===== src/rtl/xbutton_array_pkg.sv =====
// Shared definitions for the push-button peripheral: bus width, register map, helpers.
// Optional interrupt support is selected in the top level by XBUTTON_IRQ_EN.
`ifndef DATA_W
`define DATA_W 16
`endif

package xbutton_array_pkg;

   localparam int unsigned DATA_W = `DATA_W;

   typedef enum logic [1:0] {
      BTN_LEVEL    = 2'd0,
      BTN_PRESS    = 2'd1,
      BTN_RELEASE  = 2'd2,
      BTN_IRQ_MASK = 2'd3
   } btn_reg_e;

   // Counter must be able to hold DEB_CYCLES-1; +1 keeps DEB_CYCLES==1 at one bit.
   function automatic int unsigned cnt_width(input int unsigned deb_cycles);
      return (deb_cycles < 2) ? 1 : $clog2(deb_cycles + 1);
   endfunction

endpackage


===== src/rtl/xbutton_debounce.sv =====
// One button channel: 2-flop synchroniser, stable-count debouncer, edge pulses.
// Independent of XBUTTON_IRQ_EN.
module xbutton_debounce
   import xbutton_array_pkg::*;
#(
   parameter int unsigned DEB_CYCLES = 500000
) (
   input  logic clk,
   input  logic rst,
   input  logic bt_raw,
   output logic lvl,
   output logic rise,
   output logic fall
);

   localparam int unsigned      CNT_W    = cnt_width(DEB_CYCLES);
   localparam logic [CNT_W-1:0] CNT_LAST = CNT_W'(DEB_CYCLES - 1);

   logic [1:0]       sync_q, sync_d;
   logic             lvl_q, lvl_d;
   logic [CNT_W-1:0] cnt_q, cnt_d;
   logic             s;
   logic             expire;

   // rise/fall fire in the cycle the level is about to flip, so sticky flags
   // set on the same edge that updates lvl.
   always_comb begin
      sync_d = {sync_q[0], bt_raw};
      s      = sync_q[1];
      expire = (s != lvl_q) && (cnt_q == CNT_LAST);
      lvl_d  = lvl_q;
      cnt_d  = '0;
      if (s != lvl_q) begin
         if (expire) begin
            lvl_d = s;
         end else begin
            cnt_d = cnt_q + 1'b1;
         end
      end
      rise = expire & s;
      fall = expire & ~s;
   end

   always_ff @(posedge clk) begin
      if (!rst) begin
         sync_q <= '0;
         lvl_q  <= 1'b0;
         cnt_q  <= '0;
      end else begin
         sync_q <= sync_d;
         lvl_q  <= lvl_d;
         cnt_q  <= cnt_d;
      end
   end

   assign lvl = lvl_q;

endmodule


===== src/rtl/xbutton_array.sv =====
// N-channel debounced button peripheral with sticky W1C press/release flags.
// Define XBUTTON_IRQ_EN to add the IRQ_MASK register and the registered irq output.
`ifndef DATA_W
`define DATA_W 16
`endif

module xbutton_array
   import xbutton_array_pkg::*;
#(
   parameter int unsigned N_BT       = 4,
   parameter int unsigned DEB_CYCLES = 500000
) (
   input  logic               clk,
   input  logic               rst,
   input  logic               sel,
   input  logic               we,
   input  logic [1:0]         addr,
   input  logic [`DATA_W-1:0] data_in,
   output logic [`DATA_W-1:0] data_out,
   input  logic [N_BT-1:0]    bt
`ifdef XBUTTON_IRQ_EN
   ,
   output logic               irq
`endif
);

   logic [N_BT-1:0] lvl, rise, fall;
   logic [N_BT-1:0] press_q, press_d;
   logic [N_BT-1:0] rel_q, rel_d;
   logic [N_BT-1:0] press_clr, rel_clr;
   logic [N_BT-1:0] wr_bits;
   logic [N_BT-1:0] mask_rd;
   logic            wr_en;
   btn_reg_e        reg_sel;
   logic            data_in_unused;

   genvar g;
   generate
      for (g = 0; g < N_BT; g++) begin : g_ch
         xbutton_debounce #(
            .DEB_CYCLES(DEB_CYCLES)
         ) u_deb (
            .clk   (clk),
            .rst   (rst),
            .bt_raw(bt[g]),
            .lvl   (lvl[g]),
            .rise  (rise[g]),
            .fall  (fall[g])
         );
      end
   endgenerate

   assign reg_sel        = btn_reg_e'(addr);
   assign wr_en          = sel & we;
   assign wr_bits        = data_in[N_BT-1:0];
   assign data_in_unused = ^data_in;

   // A set in the same cycle as a W1C of that bit wins.
   always_comb begin
      press_clr = '0;
      rel_clr   = '0;
      if (wr_en && reg_sel == BTN_PRESS)   press_clr = wr_bits;
      if (wr_en && reg_sel == BTN_RELEASE) rel_clr   = wr_bits;
      press_d = (press_q & ~press_clr) | rise;
      rel_d   = (rel_q & ~rel_clr) | fall;
   end

   always_ff @(posedge clk) begin
      if (!rst) begin
         press_q <= '0;
         rel_q   <= '0;
      end else begin
         press_q <= press_d;
         rel_q   <= rel_d;
      end
   end

`ifdef XBUTTON_IRQ_EN
   logic [N_BT-1:0] mask_q, mask_d;
   logic            irq_q, irq_d;

   always_comb begin
      mask_d = mask_q;
      if (wr_en && reg_sel == BTN_IRQ_MASK) mask_d = wr_bits;
      irq_d = |((press_q | rel_q) & mask_q);
   end

   always_ff @(posedge clk) begin
      if (!rst) begin
         mask_q <= '0;
         irq_q  <= 1'b0;
      end else begin
         mask_q <= mask_d;
         irq_q  <= irq_d;
      end
   end

   assign mask_rd = mask_q;
   assign irq     = irq_q;
`else
   assign mask_rd = '0;
`endif

   always_comb begin
      data_out = '0;
      if (sel) begin
         unique case (reg_sel)
            BTN_LEVEL:    data_out = DATA_W'(lvl);
            BTN_PRESS:    data_out = DATA_W'(press_q);
            BTN_RELEASE:  data_out = DATA_W'(rel_q);
            BTN_IRQ_MASK: data_out = DATA_W'(mask_rd);
            default:      data_out = '0;
         endcase
      end
   end

endmodule

===== config.mk =====
export PLATFORM = sky130hd
export DESIGN_NAME = xbutton_array
export DESIGN_NICKNAME = d
export VERILOG_FILES = /design/src/rtl/xbutton_array_pkg.sv /design/src/rtl/xbutton_debounce.sv /design/src/rtl/xbutton_array.sv
export SDC_FILE = /design/constraint.sdc
export NUM_CORES = 1
export LEC_CHECK = 0
export CORE_MARGIN = 1.5
export CORE_UTILIZATION = 45
export CTS_CLUSTER_DIAMETER = 30
export DETAILED_ROUTE_END_ITERATION = 6
export GPL_ROUTABILITY_DRIVEN = 0
export HOLD_SLACK_MARGIN = 0.08
export PLACE_DENSITY = 0.74
export SYNTH_ARGS = -nofsm -noshare
export SYNTH_HDL_FRONTEND = slang
export SYNTH_SLANG_ARGS = --single-unit

===== constraint.sdc =====
create_clock -name clk -period 5.4 [get_ports clk]
set_input_delay 1.08 -clock clk [delete_from_list [all_inputs] [get_ports clk]]
set_output_delay 1.08 -clock clk [all_outputs]
set_load 0.01 [all_outputs]

==> implementation parameters <==
Parameter                              Value

Synth
  Yosys synthesis warning count ... 0
  Fraction of post-synthesis cell area in the top cell type by area ... 43.4%
  Syn Area/Cell ... 8.71 µm²
  Most area-hungry cell type in the Yosys netlist ... sky130_fd_sc_hd__dfxtp_1
  Main combinational cell family by area after synthesis ... simple AND/OR/NAND/NOR gates
  Synth Area in Compound Gates ... 7.61%
  Area fraction in and, or, nand and nor cells after synthesis ... slightly below 30%
  Post-synthesis xor/xnor area fraction ... between 10% and 20%
  Top cells by area, synth ... sky130_fd_sc_hd__dfxtp_1, sky130_fd_sc_hd__xnor2_1, sky130_fd_sc_hd__nor2_1
  Synth Area in Adders ... under 10%
  Total of flip-flops plus latches after synthesis ... 96
  Post-Synthesis Cell Area ... 4430 µm²
  Portion of the post-synthesis area used by sequential elements ... 43.4%
  Count of flip-flops with a built-in enable after synthesis ... 0
  Multiplexer fraction of the synthesized cell area ... under 10%
  Async set-or-reset flop fraction in the synthesized netlist ... 0%
  Number of library cell types mapped by synthesis ... 45
  Top_reg_cell synth ... sky130_fd_sc_hd__dfxtp_1
  Post-synthesis instance total ... 508

Setup path
  Worst reg2reg path depth ... 5
  RR Startpoint ... g_ch[2].u_deb.cnt_q[0]
  Worst reg2reg endpoint ... g_ch[2].u_deb.cnt_q[2]
  Startpoint kind of the worst setup timing path ... input port
  Required time of the critical path ... 4320 ps
  Crit path capture type ... output port
  Flop2flop setup slack ... ~3100 ps
  Critical path data arrival time ... about 2900 ps
  Maximum fanout encountered on the critical timing path ... 7
  Kind of critical path ... input port to output port

Timing
  Remaining max-slew budget at the tightest pin ... between 50% and 60%
  Hold WS ... 439 ps
  Final critical-path setup slack ... 1460 ps
  Number of setup violations in the final report ... 0
  Final-report hold violation count ... 0
  RSZ-0062 raised after global routing ... false
  Share of the cycle needed by the critical path after routing ... 72.9%
  Clock period minus worst slack ... 3940 ps
  Slew at the pin closest to its max-slew limit ... between 700 and 800 ps
  Largest clock skew in the final design ... ~11 ps
  Count of final max-slew check failures ... 0
  Fmax achieved ... 254 MHz
  Sum Neg Setup Slack ... 0 ps

Routing
  Vias per std cell ... 5.26
  Drt pass-1 iters ... 4
  Detailed-route DRC error count ... 0
  Antenna-violating nets left ... 0
  Detailed-route wire length ... 7.98 mm
  WL per Instance ... approximately 12 µm
  Routed vias ... 3468
  DRC violation total after the first TritonRoute iteration ... 123

Final layout
  Synth-to-Final Area Change ... 8.93%
  Commonest cells after routing, fill and taps aside ... sky130_fd_sc_hd__dfxtp_1, sky130_fd_sc_hd__nor2_1, sky130_fd_sc_hd__xnor2_1, sky130_fd_sc_hd__nand2_1, sky130_fd_sc_hd__nand3_1
  Fraction of layout cells with a size suffix above 1 ... under 10%
  Layout net count ... 552
  Diodes inserted ... 0
  Leading cell type in the layout, fill and taps excluded ... sky130_fd_sc_hd__dfxtp_1

Clock network
  CTS tree ... built
  TritonCTS Buffers ... 9
  Insertion delay of the later-clocked pin in the worst-skew pair ... 360 ps
  Bufs on Longest Clock Path ... 2
  Root Buffer ... sky130_fd_sc_hd__clkbuf_8
  Post-CTS setup buffers ... 0
  Total of hold buffers inserted after clock tree synthesis ... 0
  Clock-pin transition on the worst setup and hold timing paths ... approximately 90 ps
  Number of clock sinks ... 96
  H-tree lvl count ... 3
  Post-CTS Resized ... 0

Floorplan
  Area of the placeable core ... 9640 µm²
  Number of top-level pins ... 42
  Num rows ... 36
  Initial standard-cell utilization of the core ... 45.9%
  Height of the die ... 102 µm
  Die area ... between 10000 and 15000 µm²
  Die Width ... 102 µm

Worst hold path
  Hold endpoint ... g_ch[1].u_deb.sync_q[1]
  Class of the worst hold path ... flop to flop
  Min-delay src ... g_ch[1].u_deb.sync_q[0]
  Cell depth of the worst hold path ... 1

Pwr
  Power density of the placed cells ... 239 nW/µm²
  Overall power after layout ... roughly 1200 µW
  Static leakage ... 0.00144 µW
  Peak supply drop ... 128 µV

Placement
  # port buffers ... 17
  Worst Setup Slack post-DPL ... 1470 ps
  HPWL reported at the end of detailed placement ... ~5.6 mm

GRT
  Total routing resource utilization after global routing ... 16.0%
  Initial antenna violation count ... 0
  Total congestion overflow after global routing ... 0
  First-pass GRT wire length ... between 10 and 15 mm
  Largest net degree at the start of global routing ... 32
  Number of global-route vias before repair ... 3116

Outcome
  Outcome ... complete, no violations

Run
  Max-cap violation count ... 0
==> state kept, by name (all words and copies together) (netlist names) <==
signal,cells
rel_q,4
g_ch.u_deb.sync_q,8
press_q,4
g_ch.u_deb.lvl,4
g_ch.u_deb.cnt_q,76
==> Yosys cell counts (12+ instances only) <==
| library cell | number |
|---|---|
| sky130_fd_sc_hd__xor2_1 | 17 |
| sky130_fd_sc_hd__nor3_1 | 13 |
| sky130_fd_sc_hd__and2_1 | 13 |
| sky130_fd_sc_hd__nand2_1 | 38 |
| sky130_fd_sc_hd__nand4_1 | 16 |
| sky130_fd_sc_hd__xnor2_1 | 43 |
| sky130_fd_sc_hd__nand3_1 | 24 |
| sky130_fd_sc_hd__a21oi_1 | 12 |
| sky130_fd_sc_hd__inv_1 | 18 |
| sky130_fd_sc_hd__nor2_1 | 72 |
| sky130_fd_sc_hd__nor4_1 | 21 |
| sky130_fd_sc_hd__dfxtp_1 | 96 |
| sky130_fd_sc_hd__buf_4 | 13 |
==> routing by layer <==
layer	up-vias	track usage (%)	share of wire, %
li1	1779	-	-
met1	1619	19.1	46
met2	60	28.4	50
met3	10	4.17	3.4
met4	0	4.43	1.1
met5	-	0	0
==> kinds of logic (layout without fill, tap and decap cells) <==
logic type | Yosys count | count (layout)
compound gates | 47 | 47
xor+xnor | 60 | 60
fa+ha+maj | 4 | 4
buf+inv | 44 | 51
flops | 96 | 96
mux | 6 | 6
other cells | 1 | 12
simple gates | 250 | 250
==> worst max-delay path: stages <==
cell and delay, ps:
sky130_fd_sc_hd__clkdlybuf4s50_1 600, sky130_fd_sc_hd__nor2b_1 350, sky130_fd_sc_hd__nand2_1 80, sky130_fd_sc_hd__o21ai_0 70, sky130_fd_sc_hd__and2_1 150, sky130_fd_sc_hd__clkdlybuf4s50_1 530
==> layout make-up <==
type	instances	area (µm²)
repair buffers	18	178
inverters	18	67.6
clock inverters	5	33.8
well taps	133	166
clock buffers	10	128
flip-flops and latches	96	1920
multi-input cells	379	2330
fillers	921	4820
==> metrics by stage <==
step	util [%]	std cells	instance area (µm²)
floorplan	-	519	4470
global placement	48.3	644	4660
detailed placement	48.3	644	4660
CTS	50.0	659	4820
global route	50.0	659	4820
finish	50.0	659	4820
==> worst max-delay path by stage <==
| stage | startpoint | to | depth (start not counted) | slack (ps) |
|---|---|---|---|---|
| floorplan | addr[1] | data_out[0] | 4 | 2550 |
| global placement | addr[1] | data_out[0] | 6 | 1550 |
| detailed placement | addr[1] | data_out[1] | 6 | 1470 |
| CTS | addr[1] | data_out[1] | 6 | 1460 |
| global route | addr[1] | data_out[0] | 6 | 1340 |
| finish | addr[1] | data_out[1] | 6 | 1460 |
==> report_power, final <==
group | switching [µW] | internal, µW
Sequential | 2.43 | 711
Combinational | 18.2 | 14.1
Clock | 242 | 165
Total | 263 | 890
Note: power is estimated with default switching activity, not from simulation.
